`config.mk`:
```
export PLATFORM = sky130hd
export DESIGN_NAME = approx_mul_pipe
export DESIGN_NICKNAME = d
export VERILOG_FILES = /design/src/rtl/approx_mul_pipe.sv
export SDC_FILE = /design/constraint.sdc
export NUM_CORES = 1
export LEC_CHECK = 0
export CORE_MARGIN = 2
export CORE_UTILIZATION = 36
export CTS_CLUSTER_DIAMETER = 40
export CTS_CLUSTER_SIZE = 16
export DETAILED_ROUTE_END_ITERATION = 8
export PLACE_DENSITY_LB_ADDON = 0.12
export SKIP_LAST_GASP = 1
export SLEW_MARGIN = 20
export SYNTH_ARGS = -nofsm -noshare
export SYNTH_HDL_FRONTEND = slang
export SYNTH_SLANG_ARGS = --single-unit
```
`constraint.sdc`:
```
create_clock -name clk -period 15.64 [get_ports clk]
set_input_delay 3.128 -clock clk [delete_from_list [all_inputs] [get_ports clk]]
set_output_delay 3.128 -clock clk [all_outputs]
set_load 0.02 [all_outputs]
```
`src/rtl/approx_mul_pipe.sv`:
```
// Pipelined W x W unsigned multiplier with a per-beat exact / column-truncated mode.
// Global-stall valid/ready pipeline: every stage advances together whenever the output slot frees.
module approx_mul_pipe #(
    parameter int unsigned W      = 12,
    parameter int unsigned TRUNC  = 15,
    parameter int unsigned STAGES = 3
) (
    input  logic             clk,
    input  logic             rst_n,
    input  logic             in_valid,
    output logic             in_ready,
    input  logic [W-1:0]     in_a,
    input  logic [W-1:0]     in_b,
    input  logic             in_approx,
    output logic             out_valid,
    input  logic             out_ready,
    output logic [2*W-1:0]   out_p,
    output logic             out_approx
);

    localparam int unsigned PW = 2 * W;
    localparam int unsigned NS = STAGES - 1;
    // Partial-product rows folded into the running sum per stage boundary.
    localparam int unsigned CH = (W + NS - 1) / NS;

    // Rows [s*CH, s*CH+CH) of the partial-product array. In approximate mode each row
    // keeps only bits landing in columns >= TRUNC, so the low TRUNC sum bits stay zero.
    function automatic logic [PW-1:0] chunk_sum(
        input logic [W-1:0] a,
        input logic [W-1:0] b,
        input logic         approx,
        input int unsigned  s
    );
        logic [PW-1:0] sum;
        logic [W-1:0]  keep;
        logic [W-1:0]  bsh;
        sum = '0;
        for (int unsigned j = 0; j < W; j++) begin
            bsh = b >> j;
            if (j >= s * CH && j < (s + 1) * CH && bsh[0]) begin
                keep = '1;
                if (approx && TRUNC > j) begin
                    keep = keep << (TRUNC - j);
                end
                sum = sum + ({{W{1'b0}}, a & keep} << j);
            end
        end
        return sum;
    endfunction

    logic [W-1:0]  a_q   [NS];
    logic [W-1:0]  a_d   [NS];
    logic [W-1:0]  b_q   [NS];
    logic [W-1:0]  b_d   [NS];
    logic          m_q   [NS];
    logic          m_d   [NS];
    logic          v_q   [NS];
    logic          v_d   [NS];
    logic [PW-1:0] acc_q [NS];
    logic [PW-1:0] acc_d [NS];

    logic [PW-1:0] out_p_q;
    logic [PW-1:0] out_p_d;
    logic          out_approx_q;
    logic          out_valid_q;
    logic          advance;

    assign advance    = out_ready | ~out_valid_q;
    assign in_ready   = advance;
    assign out_valid  = out_valid_q;
    assign out_p      = out_p_q;
    assign out_approx = out_approx_q;

    always_comb begin
        a_d[0]   = in_a;
        b_d[0]   = in_b;
        m_d[0]   = in_approx;
        v_d[0]   = in_valid;
        acc_d[0] = '0;
        for (int unsigned s = 1; s < NS; s++) begin
            a_d[s]   = a_q[s-1];
            b_d[s]   = b_q[s-1];
            m_d[s]   = m_q[s-1];
            v_d[s]   = v_q[s-1];
            acc_d[s] = acc_q[s-1] + chunk_sum(a_q[s-1], b_q[s-1], m_q[s-1], s - 1);
        end
        out_p_d = acc_q[NS-1] + chunk_sum(a_q[NS-1], b_q[NS-1], m_q[NS-1], NS - 1);
    end

    always_ff @(posedge clk or negedge rst_n) begin
        if (!rst_n) begin
            for (int unsigned s = 0; s < NS; s++) begin
                a_q[s]   <= '0;
                b_q[s]   <= '0;
                m_q[s]   <= 1'b0;
                v_q[s]   <= 1'b0;
                acc_q[s] <= '0;
            end
            out_p_q      <= '0;
            out_approx_q <= 1'b0;
            out_valid_q  <= 1'b0;
        end else if (advance) begin
            for (int unsigned s = 0; s < NS; s++) begin
                a_q[s]   <= a_d[s];
                b_q[s]   <= b_d[s];
                m_q[s]   <= m_d[s];
                v_q[s]   <= v_d[s];
                acc_q[s] <= acc_d[s];
            end
            out_p_q      <= out_p_d;
            out_approx_q <= m_q[NS-1];
            out_valid_q  <= v_q[NS-1];
        end
    end

endmodule
```
==> reports/metrics.csv <==
stage,metric,value,unit
logic_synthesis,synth.top_cell.area_share,21.0,%
route,wl_per_cell,16.4,µm
clock_tree,cts-hold-fix-buffers,0,
logic_synthesis,syn_nets,1545,
timing,fin_tns_setup,0,ns
floorplan,std_cell_rows,63,
timing,skew,0.0123,ns
timing,hold_violations,0,
setup_path,cp.buffers_inverters,1,
setup_path,cp_data_arrival_time,9.73,ns
logic_synthesis,syn_area,10700,µm²
logic_synthesis,ys_warn_count,0,
layout,mostFrequentLayoutCells,"nand2_1, ha_1, nor2_1, o21ai_0, dfrtp_1",
setup_path,crit_path_end_kind,flop,
timing,fmax,105,MHz
route,via_per_inst,5.38,
setup_path,crit_type,reg2reg,
logic_synthesis,synth-edff-count,0,
layout,nets,1570,
floorplan,num_io_pins,56,
route,drt_pre_antenna_iters,4,
setup_path,critical-path-top-delay-family,compound AO/OA/AOI/OAI gates,
global_route,grt_pass1_wl,48700,µm
setup_path,r2r-start,m_q[0],
setup_path,startpoint,m_q[0],
clock_tree,cts_buffer_depth,2,
layout,area_delta_synth_final,11.3,%
global_route,grt_max_degree,84,
layout,final_layout_size_suffix_gt1_share,5.85,%
global_route,grt_overflow,0,
logic_synthesis,yosysTopAreaCell,dfrtp_1,
setup_path,reg2reg_depth,37,
route,vias,9629,
setup_path,crit_fanout,11,
timing,worst_pin_slew,0.923,ns
global_route,grt_util_all_layers,19.4,%
min_path,hold_class,reg2reg,
timing,timing.final.crit_share,60.9,%
clock_tree,post_cts_buffers,0,
timing,rsz0062_at_grt,no,
logic_synthesis,ys_seq_elements,90,
clock_tree,clkTransAtPathRegs,0.07,ns
clock_tree,cts_resized,0,
logic_synthesis,synth_ff_type,dfrtp_1,
setup_path,critical_path.most_common_cell,ha_1,
clock_tree,insertion_delay,0.36,ns
layout,final_common_cell,nand2_1,
setup_path,cp.required,15.84,ns
setup_path,cpMaxStageDelayCell,nor2b_1,
setup_path,cp_num_cells,37,
setup_path,crit_path_end,out_p[20],
setup_path,r2r-end,out_p[20],
clock_tree,cts_made_buffers,9,
timing,max_slew_margin,38.5,%
route,drtAntennaViolNets,0,
flow_run,max-cap-violations,0,
clock_tree,cts_root_buf,clkbuf_16,
floorplan,core_area,29500,µm²
logic_synthesis,yosysUniqueCellTypes,79,
route,wirelength,29400,µm
clock_tree,cts_tree,done,
floorplan,die_x,177,µm
floorplan,die-area,31200,µm²
timing,setup_viol,0,
outcome,status,"finished, final reports clean",
layout,fillers,3118,
timing,min_period,9.53,ns
logic_synthesis,avgSynthCellArea,7.84,µm²
floorplan,die_h,177,µm
placed_design,gp_congestion,0.864,
layout,antenna_cells,0,
setup_path,crit_path_max_incr_delay,0.70,ns
floorplan,start_util,36.5,%
setup_path,worst-r2r-setup-slack,6.11,ns
clock_tree,htreeDepth,3,
setup_path,startpoint_type,flop,
logic_synthesis,synth_seq_area_share,21.0,%
route,drc,0,
route,first_iter_violations,555,
placed_design,detailed_place_hpwl,22800,µm
timing,report.final.slew_viol_count,0,
clock_tree,clock-sinks,90,
logic_synthesis,synthCells,1371,
global_route,grt_pass1_vias,9439,
global_route,antenna_found_initial,1,
logic_synthesis,ys_async_sr_fraction,100,%
logic_synthesis,synth.area.top_cells,"dfrtp_1, ha_1, nand2_1, xnor2_1, o21ai_0",
placed_design,portBuffers,55,
==> layer usage <==
layer	up-vias	global-route usage [%]	wire, µm
met5	-	0	0
met4	0	3.68	311
met3	16	1.80	457
met2	94	34.7	14400
met1	4577	25.5	14200
li1	4942	-	-
==> worst reg2reg max path: cells and delay by family (launching register included) <==
family	cells	cell delay (ns)
muxes	3	0.84
buffers and inverters	1	0.07
xor gates and xnor gates	4	0.39
AOI/OAI and AO/OA	13	3.12
DFF	1	0.50
adders and majority gates	6	1.98
and+or+nand+nor	10	2.47
==> metrics by stage <==
stage / utilization [%] / worst slack, ns / cells / cell area, µm² / hold WS, ns
4_1_cts: 40.6 / 6.10 / 1791 / 12000 / 0.472
5_1_grt: 40.6 / 5.32 / 1791 / 12000 / 0.497
2_1_floorplan: - / 7.31 / 1371 / 10700 / 0.430
3_5_place_dp: 39.4 / 6.14 / 1775 / 11600 / 0.456
6_report: 40.6 / 6.11 / 1791 / 12000 / 0.466
3_3_place_gp: 39.4 / 6.39 / 1775 / 11600 / 0.442
==> final cells by class <==
| cell class | count | area [µm²] | area share (%) |
|---|---|---|---|
| multi-input cells | 1181 | 8080 | 67.5 |
| repair buffers | 59 | 578 | 4.83 |
| clock inverters | 5 | 108 | 0.899 |
| well taps | 390 | 488 | 4.08 |
| inverters | 55 | 208 | 1.74 |
| clock buffers | 11 | 253 | 2.11 |
| flip-flops and latches | 90 | 2250 | 18.8 |
==> state kept, by name, indices dropped and copies added (netlist names) <==
signal and cells:
v_d 1, out_valid 1, m_q 1, m_d 1, v_q 1, out_p 24
acc_q 18, a_q 12, b_d 12, b_q 6, a_d 12, out_approx 1
==> worst min-delay path by stage <==
stage,slack [ns],depth (start not counted),start,to
floorplan,0.43,2,v_q[0],v_q[0]
global placement,0.44,2,v_q[0],v_q[0]
detailed placement,0.46,2,b_d[11],b_d[11]
CTS,0.47,2,acc_q[0],acc_q[0]
global route,0.50,1,v_q[0],out_valid
finish,0.47,2,out_approx,out_approx
==> kinds of logic after synthesis <==
logic type                 share of synthesized area (%)
AOI/OAI and AO/OA                                   23.2
DFF                                                 21.0
buffers and inverters                               3.94
adders and majority gates                           17.7
xor gates and xnor gates                            7.01
and+or+nand+nor                                     22.0
muxes                                               5.29
==> cells in the mapped netlist (6+ instances only) <==
cell type	number
a211oi_1	23
nand3b_1	6
clkbuf_1	39
or3_1	12
a211o_1	7
mux2i_1	14
mux2_2	34
o21bai_1	13
nor2b_1	36
ha_1	134
nand2b_1	16
nand2_1	251
a31oi_1	13
or2_2	7
xnor2_1	57
nand3_1	20
xor2_1	29
o21a_1	23
and3_1	11
nor3_1	22
o211ai_1	7
inv_1	52
nor2_1	98
dfrtp_1	90
and2_1	20
o21ai_0	91
a21o_1	40
o31ai_1	11
a21oi_1	85
fa_1	11
Power is not shown: default switching activity piles up to over one toggle a cycle in this logic, so the estimate is an artifact.
